--- src/rtl/fwd_pkg.sv ---
// Shared definitions for the forwarding scoreboard: default widths, entry layout
// and the hard-wired zero register.
package fwd_pkg;

    localparam int unsigned FWD_AW = 5;
    localparam int unsigned FWD_DW = 32;
    localparam int unsigned FWD_TW = 2;

    localparam logic [FWD_AW-1:0] REG_ZERO = '0;

    typedef struct packed {
        logic              valid;
        logic [FWD_AW-1:0] a3;
        logic [FWD_DW-1:0] wd;
        logic              wd_ok;
        logic [FWD_TW-1:0] tnew;
    } fwd_entry_t;

endpackage

--- src/rtl/fwd_port_lookup.sv ---
// One decode read port: youngest-match priority search over the in-flight entries,
// yielding forwarded data, hit/pending flags and this port's stall term.
module fwd_port_lookup
    import fwd_pkg::*;
#(
    parameter int unsigned STAGES = 3,
    parameter int unsigned AW     = FWD_AW,
    parameter int unsigned DW     = FWD_DW,
    parameter int unsigned TW     = FWD_TW
) (
    input  logic [STAGES-1:0]    i_valid,
    input  logic [STAGES*AW-1:0] i_a3,
    input  logic [STAGES*DW-1:0] i_wd,
    input  logic [STAGES-1:0]    i_wd_ok,
    input  logic [STAGES*TW-1:0] i_tnew,
    input  logic [AW-1:0]        i_rd_addr,
    input  logic [TW-1:0]        i_rd_tuse,
    input  logic [DW-1:0]        i_rf_data,
    output logic                 o_hit,
    output logic                 o_pending,
    output logic                 o_stall,
    output logic [DW-1:0]        o_data
);

    logic          w_match;
    logic          w_ok;
    logic [DW-1:0] w_wd;
    logic [TW-1:0] w_tnew;

    always_comb begin
        w_match = 1'b0;
        w_ok    = 1'b0;
        w_wd    = '0;
        w_tnew  = '0;
        // Scan oldest to youngest so the lowest stage index overwrites older matches.
        for (int k = STAGES - 1; k >= 0; k--) begin
            if (i_valid[k] && (i_a3[k*AW +: AW] == i_rd_addr) && (i_rd_addr != AW'(REG_ZERO))) begin
                w_match = 1'b1;
                w_ok    = i_wd_ok[k];
                w_wd    = i_wd[k*DW +: DW];
                w_tnew  = i_tnew[k*TW +: TW];
            end
        end
    end

    always_comb begin
        o_hit     = w_match && w_ok;
        o_pending = w_match && !w_ok;
        o_stall   = w_match && (w_tnew > i_rd_tuse);
        o_data    = o_hit ? w_wd : i_rf_data;
    end

endmodule

--- src/rtl/fwd_scoreboard.sv ---
// Forwarding scoreboard: shifts issued register writes through the post-decode
// stages, captures late results, serves decode read ports and drives write-back.
module fwd_scoreboard
    import fwd_pkg::*;
#(
    parameter int unsigned STAGES = 3,
    parameter int unsigned NREAD  = 2,
    parameter int unsigned DW     = FWD_DW,
    parameter int unsigned AW     = FWD_AW,
    parameter int unsigned TW     = $clog2(STAGES + 1)
) (
    input  logic                clk,
    input  logic                reset,
    input  logic                issue_valid,
    input  logic [AW-1:0]       issue_a3,
    input  logic [TW-1:0]       issue_tnew,
    input  logic [DW-1:0]       issue_wd,
    input  logic                issue_wd_ok,
    input  logic [STAGES-1:0]   res_valid,
    input  logic [STAGES*DW-1:0] res_data,
    input  logic [NREAD*AW-1:0] rd_addr,
    input  logic [NREAD*TW-1:0] rd_tuse,
    input  logic [NREAD*DW-1:0] rf_data,
    output logic [NREAD*DW-1:0] fwd_data,
    output logic [NREAD-1:0]    fwd_hit,
    output logic [NREAD-1:0]    fwd_pending,
    output logic                stall,
    output logic                wb_en,
    output logic [AW-1:0]       wb_a3,
    output logic [DW-1:0]       wb_wd,
    output logic                err
);

    logic [STAGES-1:0] r_valid;
    logic [STAGES-1:0] r_wd_ok;
    logic [AW-1:0]     r_a3   [STAGES];
    logic [DW-1:0]     r_wd   [STAGES];
    logic [TW-1:0]     r_tnew [STAGES];
    logic              r_err;

    logic [STAGES*AW-1:0] w_a3_flat;
    logic [STAGES*DW-1:0] w_wd_flat;
    logic [STAGES*TW-1:0] w_tnew_flat;
    logic [STAGES-2:0]    w_capture;
    logic [NREAD-1:0]     w_port_stall;
    logic                 w_issue_ok;
    logic                 w_unused_last_res;

    always_comb begin
        w_a3_flat   = '0;
        w_wd_flat   = '0;
        w_tnew_flat = '0;
        for (int k = 0; k < STAGES; k++) begin
            w_a3_flat[k*AW +: AW]   = r_a3[k];
            w_wd_flat[k*DW +: DW]   = r_wd[k];
            w_tnew_flat[k*TW +: TW] = r_tnew[k];
        end
    end

    assign w_issue_ok = issue_valid && !stall && (issue_a3 != AW'(REG_ZERO));
    // Only the first result for a not-yet-ready entry is taken.
    assign w_capture  = r_valid[STAGES-2:0] & ~r_wd_ok[STAGES-2:0] & res_valid[STAGES-2:0];
    // The last stage has no successor to capture into.
    assign w_unused_last_res = ^{res_valid[STAGES-1], res_data[STAGES*DW-1 -: DW]};

    always_ff @(posedge clk) begin
        if (reset) begin
            r_valid <= '0;
            r_wd_ok <= '0;
            r_err   <= 1'b0;
            for (int k = 0; k < STAGES; k++) begin
                r_a3[k]   <= '0;
                r_wd[k]   <= '0;
                r_tnew[k] <= '0;
            end
        end else begin
            if (w_issue_ok) begin
                r_valid[0] <= 1'b1;
                r_a3[0]    <= issue_a3;
                r_wd[0]    <= issue_wd;
                r_wd_ok[0] <= issue_wd_ok;
                r_tnew[0]  <= issue_tnew;
            end else begin
                r_valid[0] <= 1'b0;
                r_a3[0]    <= '0;
                r_wd[0]    <= '0;
                r_wd_ok[0] <= 1'b0;
                r_tnew[0]  <= '0;
            end
            for (int k = 0; k < STAGES - 1; k++) begin
                r_valid[k+1] <= r_valid[k];
                r_a3[k+1]    <= r_a3[k];
                r_tnew[k+1]  <= (r_tnew[k] == '0) ? '0 : r_tnew[k] - TW'(1);
                if (w_capture[k]) begin
                    r_wd[k+1]    <= res_data[k*DW +: DW];
                    r_wd_ok[k+1] <= 1'b1;
                end else begin
                    r_wd[k+1]    <= r_wd[k];
                    r_wd_ok[k+1] <= r_wd_ok[k];
                end
            end
            if (r_valid[STAGES-1] && !r_wd_ok[STAGES-1]) begin
                r_err <= 1'b1;
            end
        end
    end

    for (genvar i = 0; i < NREAD; i++) begin : g_port
        fwd_port_lookup #(
            .STAGES (STAGES),
            .AW     (AW),
            .DW     (DW),
            .TW     (TW)
        ) u_lookup (
            .i_valid   (r_valid),
            .i_a3      (w_a3_flat),
            .i_wd      (w_wd_flat),
            .i_wd_ok   (r_wd_ok),
            .i_tnew    (w_tnew_flat),
            .i_rd_addr (rd_addr[i*AW +: AW]),
            .i_rd_tuse (rd_tuse[i*TW +: TW]),
            .i_rf_data (rf_data[i*DW +: DW]),
            .o_hit     (fwd_hit[i]),
            .o_pending (fwd_pending[i]),
            .o_stall   (w_port_stall[i]),
            .o_data    (fwd_data[i*DW +: DW])
        );
    end

    assign stall = |w_port_stall;
    assign wb_en = r_valid[STAGES-1];
    assign wb_a3 = r_a3[STAGES-1];
    assign wb_wd = r_wd[STAGES-1];
    assign err   = r_err;

endmodule

--- config.mk ---
export PLATFORM = sky130hd
export DESIGN_NAME = fwd_scoreboard
export DESIGN_NICKNAME = d
export VERILOG_FILES = /design/src/rtl/fwd_pkg.sv /design/src/rtl/fwd_port_lookup.sv /design/src/rtl/fwd_scoreboard.sv
export SDC_FILE = /design/constraint.sdc
export NUM_CORES = 1
export LEC_CHECK = 0
export ABC_AREA = 1
export CAP_MARGIN = 20
export CORE_UTILIZATION = 50
export CTS_CLUSTER_SIZE = 24
export DETAILED_ROUTE_END_ITERATION = 7
export HOLD_SLACK_MARGIN = 0.02
export PLACE_DENSITY = 0.89
export SETUP_SLACK_MARGIN = 0.5
export SLEW_MARGIN = 20
export SYNTH_ARGS = -nofsm -noshare
export SYNTH_HDL_FRONTEND = slang
export SYNTH_SLANG_ARGS = --single-unit
export TNS_END_PERCENT = 100
--- constraint.sdc ---
create_clock -name clk -period 5.8 [get_ports clk]
set_input_delay 1.16 -clock clk [delete_from_list [all_inputs] [get_ports clk]]
set_output_delay 1.16 -clock clk [all_outputs]
set_load 0.01 [all_outputs]
==> impl_metrics.toml <==
[outcome]
status = "completed"

[route]
via_per_inst = 5.22
post-route-drc-count = 0
drt_first_iter_violations = 873
vias = 10100
avgRoutedWirePerCell_um = 16.8
drt_pass1_iterations = 5
ant_nets = 0
drt-total-wl_mm = 32.5

[timing]
min_period_ps = 5230
worst_pin_slew_ps = 1040
max_freq_mhz = 191
slew_headroom = 0.303
finalSetupViolCount = 0
fin_skew_ps = 6.65
slew_violations = 0
whs_ps = 490
period_share = 0.902
hold_violations = 0
tns_ps = 0
rsz0062_at_grt = "yes"

[global_route]
grt_overflow_total = 0
grt_pass1_wl_mm = 48.4
antenna_found_initial = 0
grt_usage = 0.346
grt_pass1_vias = 9861
grt_max_degree = 45

[hold_path]
holdPathStages = 2
hold_path_class = "flip-flop to flip-flop"
hold_end = "r_valid[2]"
hp-start = "r_valid[1]"

[floorplan]
fp.dieH_um = 137
rows = 48
die_area_um2 = 18700
die_x_um = 137
core_area_um2 = 17500
pin_count = 328
initial_core_util = 0.518

[worst_setup_path]
r2r_slack_ps = 2640
worstPathMaxFanout = 17
crit_type = "input port to output pin"
r2r-start = "r_a3[0][14]"
cp-start-kind = "input port"
cp_data_arrival_time_ps = 4070
timing.rr.end = "r_wd[0][14]"
reg2reg_depth = 16
crit_path_end_kind = "output pin"
worstPathRequired_ps = 4640

[job]
drv_cap = 0

[clocking]
cts_hold_buf = 0
clkTransAtPathRegs_ps = 60
clock_path_buffers = 2
cts_made_buffers = 17
htree_num_levels = 4
clock_sinks = 124
tritoncts = "yes"
clk_latency_ps = 420
cts_root_buffer = "clkbuf_16"

[synth]
synthesis.instances = 1350
synth-seq-area-share = 0.402
syn-cell-area_um2 = 9090
yosys_warnings = 0
synth_seq_cells = 124
postSynthAreaPerCell_um2 = 6.74
synthDistinctLibCells = 35

[placed_design]
dp_hpwl_mm = 21.8
place.gp.congestion = 0.902
placed_area_um2 = 12200
io_buffers = 294
place_inst = 1899

[cells_and_area]
n_fill_cell = 1412
drive_above_1_share = 0.0596
stdcell_area_um2 = 12900
final_cells = 1935
diodes = 0
area_growth_pct = 42.4
final_nets = 1926
final_util = 0.738

[power_and_ir_drop]
ir_drop_uv = 211
p_per_area_nw_per_um2 = 204
p_leak_nw = 6.28
-- stage by stage --
stage	setup slack (ps)	power [W]
6_report	568	0.00264
2_1_floorplan	1770	0.00130
3_3_place_gp	418	0.00154
4_1_cts	470	0.00263
3_5_place_dp	408	0.00155
5_1_grt	493	0.00272
-- registers in the layout, summed over array words and instances (netlist names) --
name,cells
r_tnew,6
err,1
r_wd_ok,3
r_valid,3
r_wd,96
r_a3,15
-- metal layers --
layer | GRT usage | wire (um) | vias up
met5 | 0 | 0 | -
met4 | 0.190 | 1320 | 0
met3 | 0.0704 | 3770 | 95
met2 | 0.618 | 16200 | 673
met1 | 0.384 | 11200 | 4536
li1 | - | - | 4790
-- cell usage in the layout, fill, tap and decap left out, types with 7 or more instances in the layout --
cell and n:
nand2_1 609, clkdlybuf4s50_1 289, nand3_1 143, inv_1 117, edfxtp_1 117, conb_1 117
nor2_1 97, o21ai_0 51, a21oi_1 33, buf_4 29, clkbuf_16 17, inv_2 13
nor2_4 10, dfxtp_1 7
-- critical path: stages --
cell and delay (ps):
clkdlybuf4s50_1 480, inv_2 120, nand2_1 90, nor2_4 190
nor2_2 100, inv_2 80, nor2_4 50, nor2_2 360
nor2_4 120, nor2_4 540, nand2_1 140, nand2_1 100
clkdlybuf4s50_1 530
-- final cells by class --
cell class                 instances  area, um^2  share of cell area
clock buffer                      19         433              0.0334
clock inverter                    10         150              0.0116
inverter                         130         488              0.0377
multi-input combinational       1101        4730               0.365
sequential                       124        3650               0.282
tap                              225         282              0.0217
timing repair buffer             326        3210               0.248
-- power by group --
group	total (W)	leakage [nW]	internal, W	switching, W
logic	0.000464	4.75	0.000240	0.000224
registers	0.00108	1.25	0.00105	0.0000373
clock network	0.00109	0.283	0.000705	0.000386
total	0.00264	6.28	0.00199	0.000647
-- kinds of logic (layout without fill, tap and decap cells) --
group                      after synthesis  in the layout  synth area share
and+or+nand+nor                        882            883             0.400
buffers and inverters                  243            485             0.133
DFF                                    124            124             0.402
AOI/OAI and AO/OA                       91             92            0.0537
adders and majority gates                6              6           0.00826
xor gates and xnor gates                 3              3           0.00289
other                                    1            117          0.000412
-- cells in the mapped netlist (all sizes together) --
master | count | share of area
nand2 | 613 | 0.25
nand3 | 147 | 0.083
inv | 129 | 0.053
edfxtp | 117 | 0.39
nor2 | 113 | 0.056
buf | 88 | 0.069
o21ai | 53 | 0.030
a21oi | 34 | 0.019
clkbuf | 25 | 0.010
dfxtp | 7 | 0.015
ha | 6 | 0.0083
nor3 | 6 | 0.0039
xnor2 | 2 | 0.0019
clkinv | 1 | 0.00041
conb | 1 | 0.00041
nand2b | 1 | 0.00069
nand3b | 1 | 0.0022
nand4 | 1 | 0.00069
o211ai | 1 | 0.00083
o21bai | 1 | 0.0021
o22ai | 1 | 0.00069
o311ai | 1 | 0.00096
xor2 | 1 | 0.00096
-- what timing repair did --
action                                  CTS  global route
cloned                                    0             2
resized for setup                         1            15
buffers inserted                          0             5
pin swaps                                 0             4
endpoints found under the setup margin   37            65
-- worst max path at each step --
stage / startpoint / end / cells after the start
after floorplan: rd_addr[1] / stall / 14
after global placement: rd_addr[9] / stall / 14
after detailed placement: rd_addr[9] / stall / 14
after CTS: rd_addr[4] / fwd_data[23] / 11
after global routing: rd_addr[1] / stall / 16
final: rd_addr[1] / fwd_data[5] / 13
No activity file was read; power rests on OpenSTA's default activity.
